`config.mk`:
```
export PLATFORM = sky130hd
export DESIGN_NAME = source_burst_pacer
export DESIGN_NICKNAME = d
export VERILOG_FILES = /design/src/rtl/source_burst_pacer_pkg.sv /design/src/rtl/source_burst_pacer_fifo.sv /design/src/rtl/source_burst_pacer.sv
export SDC_FILE = /design/constraint.sdc
export NUM_CORES = 1
export LEC_CHECK = 0
export CAP_MARGIN = 30
export CORE_MARGIN = 2
export CORE_UTILIZATION = 51
export CTS_CLUSTER_DIAMETER = 50
export DETAILED_ROUTE_END_ITERATION = 7
export PLACE_DENSITY_LB_ADDON = 0.3
export SETUP_SLACK_MARGIN = 0.15
export SYNTH_ARGS = -nofsm -noshare
export SYNTH_HDL_FRONTEND = slang
export SYNTH_HIERARCHICAL = 1
export SYNTH_SLANG_ARGS = --single-unit
export TNS_END_PERCENT = 10
```
`constraint.sdc`:
```
create_clock -name clk -period 5.1 [get_ports clk]
set_input_delay 1.02 -clock clk [delete_from_list [all_inputs] [get_ports clk]]
set_output_delay 1.02 -clock clk [all_outputs]
set_load 0.02 [all_outputs]
```
`src/rtl/source_burst_pacer_pkg.sv`:
```
// Shared types and widths for the SSD write-path burst pacer.
// Imported by the pacer top and its skid FIFO.
package source_burst_pacer_pkg;

    typedef enum logic {
        S_BURST = 1'b0,
        S_GAP   = 1'b1
    } state_t;

    localparam int unsigned BURST_CNT_W = 16;
    localparam int unsigned FIFO_DEPTH  = 2;

    // Bits needed to hold 0..max_val, never less than one bit.
    function automatic int unsigned cnt_width(input int unsigned max_val);
        int unsigned w;
        w = $clog2(max_val + 1);
        return (w == 0) ? 1 : w;
    endfunction

endpackage

```
`src/rtl/source_burst_pacer_fifo.sv`:
```
// Two-entry registered FIFO with its head word visible combinationally.
// Writes while full and reads while empty are ignored.
module src_skid_fifo
    import source_burst_pacer_pkg::*;
#(
    parameter int unsigned DATA_W = 16
) (
    input  logic              clk,
    input  logic              nRST,
    input  logic              wr_en,
    input  logic [DATA_W-1:0] wr_data,
    input  logic              rd_en,
    output logic [DATA_W-1:0] rd_data,
    output logic              empty,
    output logic              full
);

    logic [DATA_W-1:0] mem0_q, mem0_d;
    logic [DATA_W-1:0] mem1_q, mem1_d;
    logic              wr_ptr_q, wr_ptr_d;
    logic              rd_ptr_q, rd_ptr_d;
    logic [1:0]        cnt_q, cnt_d;
    logic              do_wr, do_rd;

    assign empty   = (cnt_q == 2'd0);
    assign full    = (cnt_q == 2'(FIFO_DEPTH));
    assign rd_data = rd_ptr_q ? mem1_q : mem0_q;

    // A write into a full FIFO is refused even if a read frees a slot this cycle.
    assign do_wr = wr_en & ~full;
    assign do_rd = rd_en & ~empty;

    always_comb begin
        mem0_d   = mem0_q;
        mem1_d   = mem1_q;
        wr_ptr_d = wr_ptr_q;
        rd_ptr_d = rd_ptr_q;
        cnt_d    = cnt_q;

        if (do_wr) begin
            if (wr_ptr_q) begin
                mem1_d = wr_data;
            end else begin
                mem0_d = wr_data;
            end
            wr_ptr_d = ~wr_ptr_q;
        end

        if (do_rd) begin
            rd_ptr_d = ~rd_ptr_q;
        end

        case ({do_wr, do_rd})
            2'b10:   cnt_d = cnt_q + 2'd1;
            2'b01:   cnt_d = cnt_q - 2'd1;
            default: cnt_d = cnt_q;
        endcase
    end

    always_ff @(posedge clk or negedge nRST) begin
        if (!nRST) begin
            mem0_q   <= '0;
            mem1_q   <= '0;
            wr_ptr_q <= 1'b0;
            rd_ptr_q <= 1'b0;
            cnt_q    <= '0;
        end else begin
            mem0_q   <= mem0_d;
            mem1_q   <= mem1_d;
            wr_ptr_q <= wr_ptr_d;
            rd_ptr_q <= rd_ptr_d;
            cnt_q    <= cnt_d;
        end
    end

endmodule

```
`src/rtl/source_burst_pacer.sv`:
```
// Paces a buffered valid/ready word stream into bursts of BURST_LEN words,
// each followed by GAP_LEN idle cycles; flags burst-last words and counts bursts.
module source_burst_pacer
    import source_burst_pacer_pkg::*;
#(
    parameter int unsigned DATA_W    = 16,
    parameter int unsigned BURST_LEN = 8,
    parameter int unsigned GAP_LEN   = 1
) (
    input  logic                   clk,
    input  logic                   nRST,
    input  logic                   cfg_en,
    input  logic                   in_valid,
    output logic                   in_ready,
    input  logic [DATA_W-1:0]      in_data,
    output logic                   out_valid,
    input  logic                   out_ready,
    output logic [DATA_W-1:0]      out_data,
    output logic                   out_last,
    output logic [BURST_CNT_W-1:0] burst_cnt
);

    localparam int unsigned WC_W = cnt_width(BURST_LEN);
    localparam int unsigned GC_W = cnt_width(GAP_LEN);

    localparam logic [WC_W-1:0] LAST_IDX = WC_W'(BURST_LEN - 1);
    localparam logic [GC_W-1:0] GAP_INIT = GC_W'((GAP_LEN > 0) ? (GAP_LEN - 1) : 0);

    state_t                 state_q, state_d;
    logic [WC_W-1:0]        word_cnt_q, word_cnt_d;
    logic [GC_W-1:0]        gap_cnt_q, gap_cnt_d;
    logic [BURST_CNT_W-1:0] burst_cnt_q, burst_cnt_d;

    logic fifo_empty;
    logic fifo_full;
    logic wr;
    logic rd;

    src_skid_fifo #(
        .DATA_W (DATA_W)
    ) u_fifo (
        .clk     (clk),
        .nRST    (nRST),
        .wr_en   (wr),
        .wr_data (in_data),
        .rd_en   (rd),
        .rd_data (out_data),
        .empty   (fifo_empty),
        .full    (fifo_full)
    );

    assign in_ready  = ~fifo_full;
    assign wr        = in_valid & in_ready;
    assign out_valid = ~fifo_empty & (state_q == S_BURST);
    assign rd        = out_valid & out_ready;
    assign out_last  = out_valid & cfg_en & (word_cnt_q == LAST_IDX);
    assign burst_cnt = burst_cnt_q;

    always_comb begin
        state_d     = state_q;
        word_cnt_d  = word_cnt_q;
        gap_cnt_d   = gap_cnt_q;
        burst_cnt_d = burst_cnt_q;

        if (!cfg_en) begin
            // Pass-through: abandon any gap and restart counting on re-enable.
            state_d    = S_BURST;
            word_cnt_d = '0;
            gap_cnt_d  = '0;
        end else begin
            case (state_q)
                S_BURST: begin
                    if (rd) begin
                        if (out_last) begin
                            word_cnt_d  = '0;
                            burst_cnt_d = burst_cnt_q + BURST_CNT_W'(1);
                            if (GAP_LEN > 0) begin
                                gap_cnt_d = GAP_INIT;
                                state_d   = S_GAP;
                            end
                        end else begin
                            word_cnt_d = word_cnt_q + WC_W'(1);
                        end
                    end
                end
                S_GAP: begin
                    if (gap_cnt_q == '0) begin
                        state_d = S_BURST;
                    end else begin
                        gap_cnt_d = gap_cnt_q - GC_W'(1);
                    end
                end
                default: begin
                    state_d = S_BURST;
                end
            endcase
        end
    end

    always_ff @(posedge clk or negedge nRST) begin
        if (!nRST) begin
            state_q     <= S_BURST;
            word_cnt_q  <= '0;
            gap_cnt_q   <= '0;
            burst_cnt_q <= '0;
        end else begin
            state_q     <= state_d;
            word_cnt_q  <= word_cnt_d;
            gap_cnt_q   <= gap_cnt_d;
            burst_cnt_q <= burst_cnt_d;
        end
    end

endmodule

```
Yosys cells after proc, flatten, opt, wreduce, memory -nomap -nowiden. Cells that the tools add are included.

Memories: 0. Latch bits: 0. Register bits after elaboration: 58. Word-level logic and storage cells: 57. Bits in writable memories: 0. Memory bits (read-only): 0. Output and inout port bits: 35. Bits of input ports: 21.

Div/mod/pow operators: 0. Reduce and logical (&&, ||, !) cells: 7. Shifts and indexed selects: 0. Bitwise operators: 12. Magnitude comparators: 0. Add/sub/neg operators: 5. Multiply operators: 0. Eq/ne operators: 8. Mux-type cells: 16.

Operators by type and width (number): $add 16x1->16 const B (1); $mux 16 (1); $mux 4 (4); $mux 1 (8); $reduce_and 2->1 (4); $and 1x1->1 (7); $not 1->1 (5); $add 4x1->4 const B (1); $eq 2x2->1 const B (2); $eq 4x3->1 const B (1); $pmux 1 s2 (2); $pmux 2 s2 (1); $reduce_and 4->1 (1); $ne 3x2->1 const B (1); $ne 3x3->1 const B (1); $add 2x1->2 const B (1); $eq 2x1->1 const B (1); $logic_not 2->1 (1); $ne 2x1->1 const B (1); $ne 2x2->1 const B (1); $reduce_bool 2->1 (1); $sub 2x1->2 const B (1); $sub 1x1->1 const B (1).

Depth between registers and ports, before layout. Gate-level depths: netlist of the first run.

Depth in word-level cells: 9. Mapped depth: 8. Mapped depth without buffers: 8.

By module. The synthesis of the first run kept the hierarchy.

By module, submodules not included: src_skid_fifo (area each 1599.0 um2, cells each 103, times used 1, sequential area each 900.9 um2); source_burst_pacer (area each 993.5 um2, cells each 88, times used 1, sequential area each 525.5 um2).

Worst setup path after synthesis of the first run. Ideal clock, no wire load.

Path kind: input to output. Start point: input cfg_en. End point: output out_last. Buffers on the path: 0. Cell stages on the path: 2. Slack: 2.486 ns. Required time: 4.080 ns. Arrival time: 1.594 ns. Cell sequence: nand4b_1 -> nor3_1.

Longest elaborated chain between the ends: 2.

Ends and longest elaborated chain: from (decl) (line source_burst_pacer.sv:12) `input logic cfg_en,`; $and 1x1->1 (2 in a row) (line source_burst_pacer.sv:56) `assign out_last = out_valid & cfg_en & (word_cnt_q == LAST_IDX);`; to (decl) (line source_burst_pacer.sv:19) `output logic out_last,`.

No other way between the ends.

Worst setup path in the final report of the first run. Same ends and word-level chain as after synthesis.

==> impl_metrics.env, run 1 <==
export IMPL_r2r_start="u_fifo/cnt_q[0]"
export IMPL_rr_worst_depth=5
export IMPL_endpoint_kind="output pin"
export IMPL_area_growth_pct=30.7
export IMPL_synth_most_common_cell="dfrtp_1"
export IMPL_netlist_area_sq_um=2590
export IMPL_clk_latency_ns=0.33
export IMPL_clk_pin_slew_ns=0.06
export IMPL_dr_total_vias=1668
export IMPL_power_frac_comb_pct=41.3
export IMPL_yosys_area_share_adder_pct=1.45
export IMPL_ioPinCount=56
export IMPL_cp_depth=4
export IMPL_rsz0062_at_grt="false"
export IMPL_die_w_um=75.3
export IMPL_nets=276
export IMPL_synth_edff_count=0
export IMPL_hold_class="flop to flop"
export IMPL_crit_path_top_delay_cell="clkdlybuf4s50_1"
export IMPL_skew_ns=0.00785
export IMPL_startpoint="cfg_en"
export IMPL_synth_xor_area_share_pct=7.09
export IMPL_cts_root_buf="clkbuf_8"
export IMPL_synth_commonest_cells="dfrtp_1, mux2_2, xnor2_1"
export IMPL_synth_nets=215
export IMPL_die_y_um=75.3
export IMPL_synthArstFlopShare_pct=100
export IMPL_seqPwrFrac_pct=36.5
export IMPL_initial_core_util_pct=53.8
export IMPL_tns_ns=0
export IMPL_hold_depth=1
export IMPL_portBuffers=55
export IMPL_max_freq_mhz=283
export IMPL_fin_crit_sh_pct=69.3
export IMPL_diodes=0
export IMPL_cts_tree="yes"
export IMPL_cts_resized=0
export IMPL_drc=0
export IMPL_power_switching_mw=0.611
export IMPL_cp_data_arrival_time_ns=2.52
export IMPL_synth_top_family_by_area="multiplexers"
export IMPL_synthMuxAreaShare_pct=21.3
export IMPL_critical_path_peak_fanout=6
export IMPL_synth_compound_area_share_pct=0.965
export IMPL_dp_hpwl_um=3100
export IMPL_hold_viol=0
export IMPL_ys_flop_type="dfrtp_1"
export IMPL_synth_seq_area_share_pct=55.0
export IMPL_postRouteAntennaNets=0
export IMPL_postPlaceCellArea_sq_um=3180
export IMPL_powerDensity_nw_per_um2=576
export IMPL_drtPass1Iterations=4
export IMPL_h_tree_depth=3
export IMPL_p_int_mw=1.34
export IMPL_rows=25
export IMPL_p_clk_share_pct=22.2
export IMPL_crit_path_start_kind="primary input"
export IMPL_setup_viol_count_final=0
export IMPL_grt_pass1_wl_um=7780
export IMPL_yosysUniqueCellTypes=34
export IMPL_p_sw_share_pct=31.3
export IMPL_cp_cell_sequence="clkdlybuf4s50_1 -> nand4b_1 -> nor3_1 -> clkdlybuf4s50_1"
export IMPL_timing_slew_headroom_pct=46.8
export IMPL_cp_num_buf_inv=2
export IMPL_grt_pass1_vias=1706
export IMPL_synth_top_area_share_pct=55.0
export IMPL_avgSynthCellArea_sq_um=13.6
export IMPL_max_stage_delay_ns=0.62
export IMPL_ys_seq_elements=57
export IMPL_wl_um=4690
export IMPL_vias_per_cell=5.15
export IMPL_critical_path_top_delay_family="buffers and inverters"
export IMPL_synth_largest_area_cell="dfrtp_1"
export IMPL_core_area_sq_um=4820
export IMPL_postSynthCellCount=191
export IMPL_clock_path_buffers=2
export IMPL_grt_ovfl_total=0
export IMPL_postLayoutCoreUtil_pct=70.4
export IMPL_track_usage_pct=19.1
export IMPL_hold_buffers=0
export IMPL_irDropWorstVdd_v=0.000245
export IMPL_synth_area_leaders="dfrtp_1, mux2_2, xnor2_1"
export IMPL_synth_warning_count=6
export IMPL_synth_simple_gate_area_share_pct=11.7
export IMPL_drv_slew=0
export IMPL_place_congestion=0.744
export IMPL_power_mw=1.95
export IMPL_cts_sinks=57
export IMPL_fin_area_sq_um=3390
export IMPL_cts_buffers=9
export IMPL_die_area_sq_um=5670
export IMPL_critPathKind="primary input to output pin"
export IMPL_drtIter0Drc=69
export IMPL_fin_crit_ns=3.54
export IMPL_holdCritStartpoint="burst_cnt[15]"
export IMPL_p_leak_nw=1.49
export IMPL_r2r_end="u_fifo/mem0_q[15]"
export IMPL_tightest_slew_ns=0.797
export IMPL_hold_end="burst_cnt[15]"
export IMPL_wl_per_cell_um=14.5
export IMPL_reg2reg_slack_ns=3.06
export IMPL_status="finished, final reports clean"
export IMPL_antenna_found_initial=0
export IMPL_post_cts_buffers=0
export IMPL_drive_gt1_share_pct=28.4
export IMPL_required_ns=4.08
export IMPL_grt_max_degree=58
export IMPL_cap_violations=0
export IMPL_cpMostUsedCell="clkdlybuf4s50_1"
how the worst max path moves through the flow:
| stage | endpoint | slack, ns |
|---|---|---|
| finish | out_last | 1.56 |
| global route | out_last | 1.50 |
| CTS | out_last | 1.56 |
| detailed placement | out_last | 1.57 |
| global placement | out_last | 1.63 |
| floorplan | out_last | 2.49 |
power by group through the flow:
stage	logic (mW)	registers (mW)	clock network, mW
global placement	0.804	0.715	0
floorplan	0.580	0.671	0
finish	0.808	0.713	0.433
global route	0.870	0.736	0.469
CTS	0.821	0.714	0.444
detailed placement	0.816	0.720	0
per-layer routing:
layer	global-route usage [%]	routed length [um]
met1	23.4	2030
met2	29.7	2280
met3	7.28	290
met4	9.36	82
met5	0	0
cell usage in the layout, fill, tap and decap left out, types with 2 or more instances in the layout:
master and instances:
and4_1 3, nand3_1 2, mux2_2 49, and2_1 3, nor2_1 7, ha_1 3, clkbuf_8 12, xor2_1 9
clkdlybuf4s50_1 54, xnor2_1 12, nand4_1 6, clkbuf_1 2, nor2b_1 2, o21ai_0 2, nand2_1 11, dfrtp_1 57
and3_1 4
area by class of cell:
class | instances | area, sq um
Clock buffer | 14 | 173
Clock inverter | 2 | 35.0
Fill cell | 376 | 1430
Inverter | 3 | 16.3
Multi-Input combinational cell | 125 | 1100
Sequential cell | 57 | 1430
Tap cell | 67 | 83.8
Timing Repair Buffer | 56 | 553
per-stage QoR:
| step | setup slack (ns) | instances | hold WS, ns |
|---|---|---|---|
| finish | 1.56 | 324 | 0.474 |
| global route | 1.50 | 324 | 0.508 |
| CTS | 1.56 | 324 | 0.482 |
| detailed placement | 1.57 | 308 | 0.474 |
| global placement | 1.63 | 308 | 0.465 |
| floorplan | 2.49 | 191 | 0.475 |
state kept, by name (all words and copies together), names as in the netlist:
register / flops
u_fifo/rd_ptr_q: 1
state_q: 1
u_fifo/mem1_q: 16
u_fifo/mem0_q: 16
u_fifo/wr_ptr_q: 1
word_cnt_q: 4
u_fifo/cnt_q: 2
burst_cnt: 16
kinds of logic after synthesis:
family,count (synthesis)
compound gates,4
simple gates,48
flops,57
mux,49
xor+xnor,21
fa+ha+maj,3
buf+inv,9
(Power assumes the default switching activity.)
==> inputs of run 2 (changes only) <==
Settings changed: CORE_UTILIZATION 51 to 45.
Clock period 5.1 ns to 2.88 ns, I/O delays scaled along.
==> impl_metrics.env, run 2 (same netlist as run 1, synthesis figures left out) <==
export IMPL_drtPass1Iterations=4
export IMPL_cap_violations=0
export IMPL_die_w_um=79.9
export IMPL_timing_slew_headroom_pct=55.8
export IMPL_place_congestion=0.768
export IMPL_seq_area_sq_um=1430
export IMPL_status="finished, final reports clean"
export IMPL_crit_path_start_kind="primary input"
export IMPL_drv_slew=0
export IMPL_cts_root_buf="clkbuf_8"
export IMPL_postRouteAntennaNets=0
export IMPL_h_tree_depth=3
export IMPL_multi_input_area_sq_um=1100
export IMPL_wl_per_cell_um=14.7
export IMPL_hold_slack_ns=0.273
export IMPL_rows=27
export IMPL_grt_ovfl_total=0
export IMPL_grt_max_degree=30
export IMPL_tightest_slew_ns=0.663
export IMPL_nets=279
export IMPL_critPathKind="primary input to output pin"
export IMPL_grt_pass1_vias=1770
export IMPL_fin_crit_sh_pct=90.6
export IMPL_post_cts_buffers=0
export IMPL_drc=0
export IMPL_drtIter0Drc=44
export IMPL_dp_hpwl_um=3330
export IMPL_diodes=0
export IMPL_fin_crit_ns=2.61
export IMPL_portBuffers=55
export IMPL_powerDensity_nw_per_um2=1010
export IMPL_hold_class="primary input to async pin"
export IMPL_die_y_um=79.9
export IMPL_vias_per_cell=5.11
export IMPL_ioPinCount=56
export IMPL_fill_cells=450
export IMPL_rsz0062_at_grt="false"
export IMPL_hold_viol=0
export IMPL_track_usage_pct=16.9
export IMPL_critical_path_peak_fanout=6
export IMPL_cp_data_arrival_time_ns=2.03
export IMPL_clk_latency_ns=0.33
export IMPL_clock_path_buffers=2
export IMPL_die_area_sq_um=6380
export IMPL_clk_pin_slew_ns=0.07
export IMPL_cts_sinks=57
export IMPL_hold_buffers=0
export IMPL_initial_core_util_pct=46.8
export IMPL_grt_pass1_wl_um=8170
export IMPL_required_ns=2.30
export IMPL_cts_tree="yes"
export IMPL_dr_total_vias=1696
export IMPL_area_growth_pct=31.6
export IMPL_max_freq_mhz=383
export IMPL_irDropWorstVdd_v=0.000476
export IMPL_endpoint_kind="output pin"
export IMPL_cts_resized=0
export IMPL_mostFrequentLayoutCells="dfrtp_1, clkdlybuf4s50_1, mux2_2"
export IMPL_layout_commonest_cell="dfrtp_1"
export IMPL_cts_buffers=9
export IMPL_antenna_found_initial=0
export IMPL_skew_ns=0.00751
export IMPL_core_area_sq_um=5540
export IMPL_setup_viol_count_final=0
export IMPL_wl_um=4870
export IMPL_p_leak_nw=1.50
export IMPL_drive_gt1_share_pct=28.8
export IMPL_tns_ns=0
-- run 2: path summary, 6_finish.rpt --
kind / from / slack, ns / endpoint / cells past startpoint
setup / recovery: cfg_en / 0.27 / out_last / 4
hold / removal: nRST / 0.27 / u_fifo/mem1_q[13] / 1
setup reg to reg: u_fifo/cnt_q[1] / 0.94 / u_fifo/cnt_q[1] / 7
hold reg to reg: u_fifo/rd_ptr_q / 0.46 / u_fifo/rd_ptr_q / 1
max in group asynchronous: nRST / 2.02 / burst_cnt[3] / 2
min in group clk: u_fifo/rd_ptr_q / 0.46 / u_fifo/rd_ptr_q / 1
-- run 2: critical path: stages --
cell and delay, ns:
clkdlybuf4s50_1 0.55, nand4b_1 0.14, nor3_1 0.14, clkdlybuf4s50_1 0.62
-- run 2: area by class of cell --
class,count,share of cell area [%]
flip-flops and latches,57,41.8
multi-input cells,125,32.3
repair buffers,59,17.2
clock buffers,13,4.36
well taps,72,2.64
clock inverters,3,1.17
inverters,3,0.477
-- run 2: where the power goes --
part / leakage, nW / switching [mW] / internal, mW
combinational: 0.684 / 0.656 / 0.857
sequential: 0.717 / 0.141 / 1.07
clock: 0.0974 / 0.296 / 0.421
-- run 2: metal layers --
metal	global-route usage, %	vias up	routed length, um
li1	-	796	-
met1	21.2	847	2210
met2	26.0	48	2340
met3	5.09	5	257
met4	9.32	0	64
met5	0	-	0
-- run 2: metrics by stage --
| step | power, mW | std cells | instance area (sq um) | setup WS, ns | utilization [%] |
|---|---|---|---|---|---|
| detailed placement | 2.76 | 316 | 3220 | 0.274 | 58.2 |
| CTS | 3.50 | 332 | 3410 | 0.270 | 61.6 |
| finish | 3.45 | 332 | 3410 | 0.270 | 61.6 |
| global placement | 2.72 | 316 | 3220 | 0.284 | 58.2 |
| global route | 3.65 | 332 | 3410 | 0.212 | 61.6 |
| floorplan | 2.22 | 191 | 2590 | 1.05 | - |
